$ cat src/rtl/hashin_reader_if.sv
// Bus bundle between the hashin/nonce FIFO pair, the reader and the hash core.
// Ports (master = reader side):
//   hashin_fifo_out_dout/empty   FWFT head of the 64-bit hashin FIFO (in)
//   hashin_fifo_out_re           hashin FIFO pop (out)
//   nonce_fifo_dout/empty        FWFT head of the 32-bit nonce FIFO (in)
//   nonce_fifo_re                nonce FIFO pop (out)
//   hdr_out/hdr_nonce/hdr_valid  rebuilt header offered to the hash core (out)
//   hdr_ready                    hash core accepts (in)
interface hashin_reader_if #(
    parameter int unsigned HDR_WORDS = 10
);
    logic [63:0]             hashin_fifo_out_dout;
    logic                    hashin_fifo_out_empty;
    logic                    hashin_fifo_out_re;
    logic [31:0]             nonce_fifo_dout;
    logic                    nonce_fifo_empty;
    logic                    nonce_fifo_re;
    logic [HDR_WORDS*64-1:0] hdr_out;
    logic [31:0]             hdr_nonce;
    logic                    hdr_valid;
    logic                    hdr_ready;

    modport master (
        input  hashin_fifo_out_dout,
        input  hashin_fifo_out_empty,
        output hashin_fifo_out_re,
        input  nonce_fifo_dout,
        input  nonce_fifo_empty,
        output nonce_fifo_re,
        output hdr_out,
        output hdr_nonce,
        output hdr_valid,
        input  hdr_ready
    );

    modport slave (
        output hashin_fifo_out_dout,
        output hashin_fifo_out_empty,
        input  hashin_fifo_out_re,
        output nonce_fifo_dout,
        output nonce_fifo_empty,
        input  nonce_fifo_re,
        input  hdr_out,
        input  hdr_nonce,
        input  hdr_valid,
        output hdr_ready
    );
endinterface

$ cat src/rtl/hashin_reader.sv
// Consumer of the hashin/nonce FIFO pair: pops a descriptor plus HDR_WORDS header words
// and the matching nonce, rebuilds the block header and offers it on a valid/ready port.
// Ports:
//   clk, rst          clock, synchronous active-high reset
//   stop              abort current frame and drain both FIFOs
//   stop_ack_reader   drain complete, held while stop=1
//   bus (master)      FIFO pop interfaces and header valid/ready port
//   desc_err          sticky: descriptor mismatch seen
//   nonce_err         sticky: header nonce field disagrees with the popped nonce
//   frame_cnt         frames delivered (wrapping)
module hashin_reader #(
    parameter int unsigned HDR_WORDS = 10,
    parameter logic [63:0] DESC_WORD = 64'h8000000000000280
) (
    input  logic                   clk,
    input  logic                   rst,
    input  logic                   stop,
    output logic                   stop_ack_reader,
    hashin_reader_if.master        bus,
    output logic                   desc_err,
    output logic                   nonce_err,
    output logic [31:0]            frame_cnt
);
    localparam int unsigned HdrBits = HDR_WORDS * 64;
    localparam int unsigned CntW    = $clog2(HDR_WORDS + 1);

    typedef enum logic [2:0] {StDesc, StData, StNonce, StOut, StFlush} state_e;

    state_e              state_q, state_d;
    logic [CntW-1:0]     cnt_q;
    logic [HdrBits-1:0]  hdr_q;
    logic [31:0]         nonce_q;
    logic                desc_err_q, nonce_err_q, stop_ack_q;
    logic [31:0]         frame_cnt_q;

    logic                hashin_re, nonce_re, hdr_valid;
    logic                hashin_empty, nonce_empty;
    logic [63:0]         hashin_dout;
    logic [31:0]         nonce_dout, nonce_swapped;
    logic                handshake, enter_flush;

    assign hashin_empty  = bus.hashin_fifo_out_empty;
    assign hashin_dout   = bus.hashin_fifo_out_dout;
    assign nonce_empty   = bus.nonce_fifo_empty;
    assign nonce_dout    = bus.nonce_fifo_dout;
    // The header carries the nonce byte-reversed relative to the nonce FIFO word.
    assign nonce_swapped = {nonce_dout[7:0], nonce_dout[15:8], nonce_dout[23:16],
                            nonce_dout[31:24]};
    assign handshake     = hdr_valid & bus.hdr_ready;
    assign enter_flush   = stop && (state_q != StFlush);

    // State register
    always_ff @(posedge clk) begin
        if (rst) begin
            state_q <= StDesc;
        end else begin
            state_q <= state_d;
        end
    end

    // Next-state logic; stop wins over every pop and handshake.
    always_comb begin
        state_d = state_q;
        if (enter_flush) begin
            state_d = StFlush;
        end else begin
            unique case (state_q)
                StDesc:  if (!hashin_empty && hashin_dout == DESC_WORD) state_d = StData;
                StData:  if (!hashin_empty && cnt_q == CntW'(HDR_WORDS - 1)) state_d = StNonce;
                StNonce: if (!nonce_empty) state_d = StOut;
                StOut:   if (bus.hdr_ready) state_d = StDesc;
                StFlush: if (!stop) state_d = StDesc;
                default: state_d = StDesc;
            endcase
        end
    end

    // Outputs: pops and valid are combinational from state, empty and stop.
    always_comb begin
        hashin_re = 1'b0;
        nonce_re  = 1'b0;
        hdr_valid = 1'b0;
        unique case (state_q)
            StDesc, StData: hashin_re = !stop && !hashin_empty;
            StNonce:        nonce_re  = !stop && !nonce_empty;
            StOut:          hdr_valid = !stop;
            StFlush: begin
                hashin_re = stop && !hashin_empty;
                nonce_re  = stop && !nonce_empty;
            end
            default: ;
        endcase
    end

    // Datapath, counters and sticky flags
    always_ff @(posedge clk) begin
        if (rst) begin
            cnt_q       <= '0;
            hdr_q       <= '0;
            nonce_q     <= '0;
            desc_err_q  <= 1'b0;
            nonce_err_q <= 1'b0;
            stop_ack_q  <= 1'b0;
            frame_cnt_q <= '0;
        end else begin
            frame_cnt_q <= frame_cnt_q + {31'd0, handshake};
            unique case (state_q)
                StDesc: begin
                    if (hashin_re) begin
                        if (hashin_dout == DESC_WORD) cnt_q <= '0;
                        else                          desc_err_q <= 1'b1;
                    end
                end
                StData: begin
                    if (hashin_re) begin
                        hdr_q <= {hdr_q[HdrBits-65:0], hashin_dout};
                        cnt_q <= cnt_q + CntW'(1);
                    end
                end
                StNonce: begin
                    if (nonce_re) begin
                        nonce_q <= nonce_dout;
                        if (hdr_q[31:0] != nonce_swapped) nonce_err_q <= 1'b1;
                    end
                end
                StFlush: begin
                    if (stop) begin
                        if (hashin_empty && nonce_empty) stop_ack_q <= 1'b1;
                    end else begin
                        stop_ack_q <= 1'b0;
                        cnt_q      <= '0;
                    end
                end
                default: ;
            endcase
            if (enter_flush) cnt_q <= '0;
        end
    end

    assign bus.hashin_fifo_out_re = hashin_re;
    assign bus.nonce_fifo_re      = nonce_re;
    assign bus.hdr_valid          = hdr_valid;
    assign bus.hdr_out            = hdr_q;
    assign bus.hdr_nonce          = nonce_q;
    assign stop_ack_reader        = stop_ack_q;
    assign desc_err               = desc_err_q;
    assign nonce_err              = nonce_err_q;
    assign frame_cnt              = frame_cnt_q;
endmodule

$ cat src/flat_wrapper.sv
// flat-port wrapper written by rule: the top's interface ports become plain ports
module hashin_reader_flat 
#(
    parameter int unsigned HDR_WORDS = 10,
    parameter logic [63:0] DESC_WORD = 64'h8000000000000280
)
  (clk, rst, stop, stop_ack_reader, desc_err, nonce_err, frame_cnt, bus_hashin_fifo_out_dout, bus_hashin_fifo_out_empty, bus_hashin_fifo_out_re, bus_nonce_fifo_dout, bus_nonce_fifo_empty, bus_nonce_fifo_re, bus_hdr_out, bus_hdr_nonce, bus_hdr_valid, bus_hdr_ready);
  hashin_reader_if #(.HDR_WORDS(HDR_WORDS)) bus_i ();
  input  logic clk;
  input  logic rst;
  input  logic stop;
  output logic stop_ack_reader;
  output logic desc_err;
  output logic nonce_err;
  output logic [31:0] frame_cnt;
  input wire logic [$bits(bus_i.hashin_fifo_out_dout)-1:0] bus_hashin_fifo_out_dout;
  input wire logic [$bits(bus_i.hashin_fifo_out_empty)-1:0] bus_hashin_fifo_out_empty;
  output wire logic [$bits(bus_i.hashin_fifo_out_re)-1:0] bus_hashin_fifo_out_re;
  input wire logic [$bits(bus_i.nonce_fifo_dout)-1:0] bus_nonce_fifo_dout;
  input wire logic [$bits(bus_i.nonce_fifo_empty)-1:0] bus_nonce_fifo_empty;
  output wire logic [$bits(bus_i.nonce_fifo_re)-1:0] bus_nonce_fifo_re;
  output wire logic [$bits(bus_i.hdr_out)-1:0] bus_hdr_out;
  output wire logic [$bits(bus_i.hdr_nonce)-1:0] bus_hdr_nonce;
  output wire logic [$bits(bus_i.hdr_valid)-1:0] bus_hdr_valid;
  input wire logic [$bits(bus_i.hdr_ready)-1:0] bus_hdr_ready;
  assign bus_i.hashin_fifo_out_dout = bus_hashin_fifo_out_dout;
  assign bus_i.hashin_fifo_out_empty = bus_hashin_fifo_out_empty;
  assign bus_hashin_fifo_out_re = bus_i.hashin_fifo_out_re;
  assign bus_i.nonce_fifo_dout = bus_nonce_fifo_dout;
  assign bus_i.nonce_fifo_empty = bus_nonce_fifo_empty;
  assign bus_nonce_fifo_re = bus_i.nonce_fifo_re;
  assign bus_hdr_out = bus_i.hdr_out;
  assign bus_hdr_nonce = bus_i.hdr_nonce;
  assign bus_hdr_valid = bus_i.hdr_valid;
  assign bus_i.hdr_ready = bus_hdr_ready;
  hashin_reader #(.HDR_WORDS(HDR_WORDS), .DESC_WORD(DESC_WORD)) u_core (.clk(clk), .rst(rst), .stop(stop), .stop_ack_reader(stop_ack_reader), .bus(bus_i), .desc_err(desc_err), .nonce_err(nonce_err), .frame_cnt(frame_cnt));
endmodule
$ cat config.mk
export PLATFORM = sky130hd
export DESIGN_NAME = hashin_reader_flat
export DESIGN_NICKNAME = d
export VERILOG_FILES = /design/src/rtl/hashin_reader_if.sv /design/src/rtl/hashin_reader.sv /design/src/flat_wrapper.sv
export SDC_FILE = /design/constraint.sdc
export NUM_CORES = 1
export LEC_CHECK = 0
export BUFFER_PORTS_ARGS = -buffer_cell sky130_fd_sc_hd__buf_2
export CAP_MARGIN = 10
export CORE_AREA = 2 2 313 315
export DETAILED_ROUTE_END_ITERATION = 10
export DIE_AREA = 0 0 315 317
export MAX_ROUTING_LAYER = met4
export PLACE_DENSITY = 0.57
export SLEW_MARGIN = 20
export SYNTH_ARGS = -nofsm -noshare
export SYNTH_HDL_FRONTEND = slang
export SYNTH_SLANG_ARGS = --single-unit
export TNS_END_PERCENT = 1
$ cat constraint.sdc
create_clock -name clk -period 2.6 [get_ports clk]
set_input_delay 0 -clock clk [delete_from_list [all_inputs] [get_ports clk]]
set_output_delay 0 -clock clk [all_outputs]
set_load 0.01 [all_outputs]
==> impl_metrics.ini, run 1 <==
[floorplanning]
die_h_um = 317
num_rows = 114
die_area_mm2 = 0.0999
start_util_pct = 26.3
die_x_um = 315
core_mm2 = 0.0963
io-pin-count = 812

[place]
dp_hpwl_mm = 71.4
preCtsSetupSlack_ns = 0.181
gp_congestion = 0.883
numPortBuffers = 811

[sta]
finalCriticalPeriod_ns = 2.49
final.setup.worst_slack_ns = 0.113
drv_slew = 0
hold_violations = 0
setup-tns-final_ns = 0
maxSlewHeadroom_pct = 51.4
finalHoldWorstSlack_ns = 0.0114
fmax_mhz = 402
worst_slew_pin_slew_ns = 0.727
rsz0062_at_grt = false
finalSetupViolCount = 0
post-route-period-util_pct = 95.7
clock_skew_ns = 0.0317

[synth]
synthXorXnorAreaFrac_pct = 2.01
ys.flop_type = dfxtp_1
synth_top_family_by_area = simple AND/OR/NAND/NOR gates
syn-cell-area_mm2 = 0.0253
yosys_warnings = 0
synthDistinctLibCells = 41
synthAdderAreaFrac_pct = 0.296
synth_compound_area_share_pct = 14.1
synth.mux.area_fraction_pct = 0
synth.avg_cell_area_um2 = 7.86
synthArstFlopShare_pct = 0
synthCells = 3222
ys_ff_latch = 714
ys_seq_area_share_pct = 56.4
synthesis.nets = 3330
synth_edf_count = 0
synthSimpleGateAreaFrac_pct = 23.2

[route]
wl_per_cell_um = 18.1
first_pass_iters = 5
vias_per_cell = 4.50
drt_wl_total_mm = 97.9
drt-initial-drc-count = 1866
final_antenna_net_count = 0
num_vias = 24336
post-route-drc-count = 0

[grt]
grt_pass1_wl_mm = 142
grt_max_degree = 113
grt_pass1_vias = 22245
grt_use_total_pct = 18.9
antenna_found_initial = 0
grt_overflow = 0

[setup_path]
critPathLaunchType = flop
cp-end-kind = flop
path_class = flop to flop
critPathMaxFanout = 32
cp.required_ns = 3.14
arrival_ns = 3.03

[clocking]
cts_made_buffers = 83
cts-root-buf = clkbuf_16
clk_pin_slew_ns = 0.06
clock-sinks = 714
h-tree-depth = 3
cts_buffer_depth = 3
clk_latency_ns = 0.66
tritoncts = yes

[job]
max-cap-violations = 0

[pwr]
p_per_area_mw_per_mm2 = 675
max-vdd-ir-drop_v = 0.000467
p_leak_uw = 0.0142

[cells_and_area]
layout_commonest_cell = nand2_1
area_growth_pct = 37.7
drive_gt1_share_pct = 24.9
layout_common_cells = 1357 x nand2_1, 810 x buf_2, 713 x dfxtp_1, 685 x a21oi_1, 104 x dlygate4sd3_1
nets = 4171

[run_status]
status = complete, no violations

[hold_path]
min_path_type = input pin to flop
cell type report:
class                      count  area (um^2)
fill                       10161        61400
multi-input combinational   2263        10100
tap                         1276         1600
clock inverter                26          333
sequential                   714        14300
timing repair buffer         990         6100
antenna                        2         5.00
clock buffer                 127         2420
inverter                      11         41.3
layer usage:
layer / track usage (%) / routed length [um]
met5: - / 0
met4: 6.70 / 3200
met3: 3.82 / 5990
met2: 29.1 / 45500
met1: 24.7 / 43200
cell families after synthesis:
kind of cell             after synthesis
flip-flops                           714
AO/OA/AOI/OAI                        707
adder cells (fa/ha/maj)                6
buffers and inverters                245
AND/OR/NAND/NOR                     1492
XOR/XNOR                              58
cell usage after synthesis (4+ instances only):
| cell | count | area (um^2) |
|---|---|---|
| inv_1 | 11 | 41.3 |
| xor2_1 | 40 | 350 |
| clkbuf_1 | 168 | 631 |
| dfxtp_1 | 714 | 14300 |
| or3_1 | 6 | 37.5 |
| nor4_1 | 24 | 150 |
| nor4b_1 | 4 | 35.0 |
| nand4_1 | 12 | 75.1 |
| a21oi_1 | 685 | 3430 |
| nor3_1 | 12 | 60.1 |
| nand2_1 | 1357 | 5090 |
| o21ai_0 | 11 | 55.1 |
| nand2b_1 | 6 | 37.5 |
| ha_1 | 6 | 75.1 |
| nand3_1 | 12 | 60.1 |
| nor2_1 | 40 | 150 |
| xnor2_1 | 18 | 158 |
| buf_2 | 63 | 315 |
sequential cells by signal, summed over array words and instances, names as in the netlist:
name                    count
u_core.bus.hdr_nonce       32
u_core.state_q              3
u_core.desc_err             1
u_core.stop_ack_reader      1
u_core.cnt_q                4
u_core.nonce_err            1
u_core.frame_cnt           32
u_core.bus.hdr_out        640
what timing repair did:
item | 4_1_cts | 5_1_grt
setup endpoints to repair | 1 | 8
buffers inserted | 0 | 1
hold buffers | 104 | 0
hold endpoints to repair | 170 | 0
gates resized for setup | 1 | 4
gates cloned | 0 | 0
report_power, final:
| group | leakage, uW | switching, uW | internal [uW] |
|---|---|---|---|
| sequential | 0.00575 | 13.7 | 11000 |
| combinational | 0.00711 | 470 | 279 |
| clock | 0.00134 | 4920 | 6890 |
| total | 0.0142 | 5400 | 18100 |
stage by stage:
stage | std cells | power [uW] | cell area (um^2) | util, %
detailed placement | 5149 | 11800 | 31000 | 32.2
finish | 5409 | 23500 | 34900 | 36.2
CTS | 5406 | 23800 | 34800 | 36.2
global placement | 5149 | 11800 | 31000 | 32.2
floorplan | 3222 | 11500 | 25300 | -
global route | 5407 | 24300 | 34900 | 36.2
critical path: stages, from the launching register on:
cell,delay [ns]
dfxtp_1,0.31
buf_4,0.17
nor2b_2,0.15
nand2b_1,0.12
ha_4,0.31
nand2b_4,0.07
or2_2,0.32
buf_12,0.18
nand2_1,0.09
a21oi_1,0.06
dlygate4sd3_1,0.59
final timing paths:
path | end | startpoint | slack, ns | depth (start not counted)
min | u_core.bus.hdr_nonce[21] | bus_nonce_fifo_empty | 0.01 | 6
max reg2reg | u_core.bus.hdr_nonce[12] | u_core.state_q[0] | 0.11 | 10
min reg2reg | u_core.bus.hdr_out[556] | u_core.bus.hdr_out[492] | 0.45 | 2
max | u_core.bus.hdr_nonce[12] | u_core.state_q[0] | 0.11 | 10
(Power assumes the default switching activity.)
==> run 2, diff against run 1 <==
--- a/config.mk
+++ b/config.mk
@@ -11,7 +11,8 @@
 export DETAILED_ROUTE_END_ITERATION = 10
 export DIE_AREA = 0 0 315 317
 export MAX_ROUTING_LAYER = met4
-export PLACE_DENSITY = 0.57
+export PLACE_DENSITY = 0.45
+export SETUP_SLACK_MARGIN = 0.2
 export SLEW_MARGIN = 20
 export SYNTH_ARGS = -nofsm -noshare
 export SYNTH_HDL_FRONTEND = slang
==> impl_metrics.ini, run 2 (synthesis gave the netlist of run 1 again) <==
[grt]
grt_pass1_vias = 22626
grt_max_degree = 105
grt_overflow = 0
grt_pass1_wl_mm = 148
grt_use_total_pct = 20.0
antenna_found_initial = 2

[floorplanning]
die_x_um = 315
start_util_pct = 26.3
num_rows = 114
core_mm2 = 0.0963
die_h_um = 317
die_area_mm2 = 0.0999
io-pin-count = 812

[place]
preCtsSetupSlack_ns = 0.106
gp_congestion = 0.843
dp_hpwl_mm = 75.6
numPortBuffers = 811
dpl-instance-area_mm2 = 0.0312

[clocking]
cts_made_buffers = 84
cts-root-buf = clkbuf_16
clock-sinks = 714
cts_buffer_depth = 3
clk_latency_ns = 0.64
h-tree-depth = 3
clk_pin_slew_ns = 0.06
tritoncts = yes

[sta]
hold_violations = 0
finalHoldWorstSlack_ns = 0.143
finalSetupViolCount = 0
post-route-period-util_pct = 90.9
worst_slew_pin_slew_ns = 0.742
final.setup.worst_slack_ns = 0.238
clock_skew_ns = 0.0256
maxSlewHeadroom_pct = 50.4
fmax_mhz = 423
rsz0062_at_grt = true
finalCriticalPeriod_ns = 2.36
setup-tns-final_ns = 0
drv_slew = 0

[route]
final_antenna_net_count = 0
drt-initial-drc-count = 1580
wl_per_cell_um = 19.3
vias_per_cell = 4.49
post-route-drc-count = 0
num_vias = 24349
first_pass_iters = 5
drt_wl_total_mm = 105

[setup_path]
rrSetupSlack_ns = 0.28
critPathLaunchType = input pin
r2r-start = u_core.state_q[0]
cp-end-kind = flop
critPathMaxFanout = 5
crit_family = simple AND/OR/NAND/NOR gates
rr_endpoint = u_core.bus.hdr_out[49]
arrival_ns = 2.95
cp.required_ns = 3.19
cpMaxStageDelayCell = or4_1
path_class = input pin to flop
slowest_delay_ns = 0.68
cp_num_buf_inv = 3
crit_start = bus_hashin_fifo_out_dout[39]
ff2ff_path_depth = 10
path_cells = dlygate4sd3_1 -> buf_2 -> nor4_1 -> buf_4 -> nand4_1 -> or4_1 -> nand2_1 -> a41o_1

[cells_and_area]
area_growth_pct = 39.4
fill_cells = 10334
drive_gt1_share_pct = 25.4
largest_register_ffs = 640
stdcell_area_mm2 = 0.0353
finalCoreUtilization_pct = 36.7
layout_commonest_cell = nand2_1
layout_common_cells = 1357 x nand2_1, 809 x buf_2, 713 x dfxtp_1, 685 x a21oi_1, 103 x dlygate4sd3_1
nets = 4186

[pwr]
p_int_uw = 18400
swShare_pct = 22.5
max-vdd-ir-drop_v = 0.000404
sequentialPowerShare_pct = 46.2
p_per_area_mw_per_mm2 = 672
p_leak_uw = 0.0144
comb_power_share_pct = 3.3
switchingPower_uw = 5350
power_frac_clock_pct = 50.5

[hold_path]
hold_start = bus_hashin_fifo_out_dout[13]
hold_end = u_core.bus.hdr_out[13]
whs_path_depth = 4
min_path_type = input pin to flop

[run_status]
status = complete, no violations

[job]
max-cap-violations = 0
==> run 2: worst max-delay path by stage <==
stage / to / slack (ns) / depth (start not counted)
2_1_floorplan: u_core.frame_cnt[30] / 0.22 / 10
3_3_place_gp: u_core.state_q[0] / 0.11 / 7
3_5_place_dp: u_core.state_q[0] / 0.11 / 7
4_1_cts: bus_hashin_fifo_out_re / 0.21 / 7
5_1_grt: u_core.bus.hdr_out[625] / 0.13 / 10
6_report: u_core.state_q[0] / 0.24 / 8
==> run 2: power by group through the flow <==
| stage | Clock [uW] | Sequential, uW | Combinational (uW) |
|---|---|---|---|
| final | 12000 | 11000 | 776 |
| after global placement | 0 | 11200 | 639 |
| after CTS | 12400 | 11000 | 766 |
| after global routing | 12700 | 11000 | 832 |
| after floorplan | 0 | 11200 | 308 |
| after detailed placement | 0 | 11200 | 637 |
==> run 2: metrics by stage <==
step | power, uW | std cells
after floorplan | 11500 | 3222
after global placement | 11800 | 5157
after detailed placement | 11800 | 5157
after CTS | 24100 | 5410
after global routing | 24500 | 5419
final | 23700 | 5419
==> run 2: routing by layer <==
metal	routed length [um]	track usage [%]
met5	0	-
met2	48900	31.4
met4	4210	8.81
met1	46000	25.0
met3	5500	3.78
==> run 2: timing repair <==
item,4_1_cts,5_1_grt
endpoints found under the hold margin,240,0
gates resized for setup,2,19
hold buffers,103,0
endpoints found under the setup margin,1,560
setup buffers,0,2
pin swaps,0,2
gates cloned,0,6
==> run 2: worst min-delay path, delay by kind of cell <==
family	cells	cell delay (ns)
simple gates	1	0.05
buf+inv	2	0.65
compound gates	1	0.05
==> run 2: final cells by class <==
cell class / count / area [um^2] / area share (%)
Sequential cell: 714 / 14300 / 40.5
Multi-Input combinational cell: 2263 / 10100 / 28.5
Timing Repair Buffer: 1004 / 6480 / 18.4
Clock buffer: 121 / 2470 / 7.01
Tap cell: 1276 / 1600 / 4.52
Clock inverter: 29 / 327 / 0.925
Inverter: 11 / 41.3 / 0.117
Antenna cell: 1 / 2.50 / 0.00709
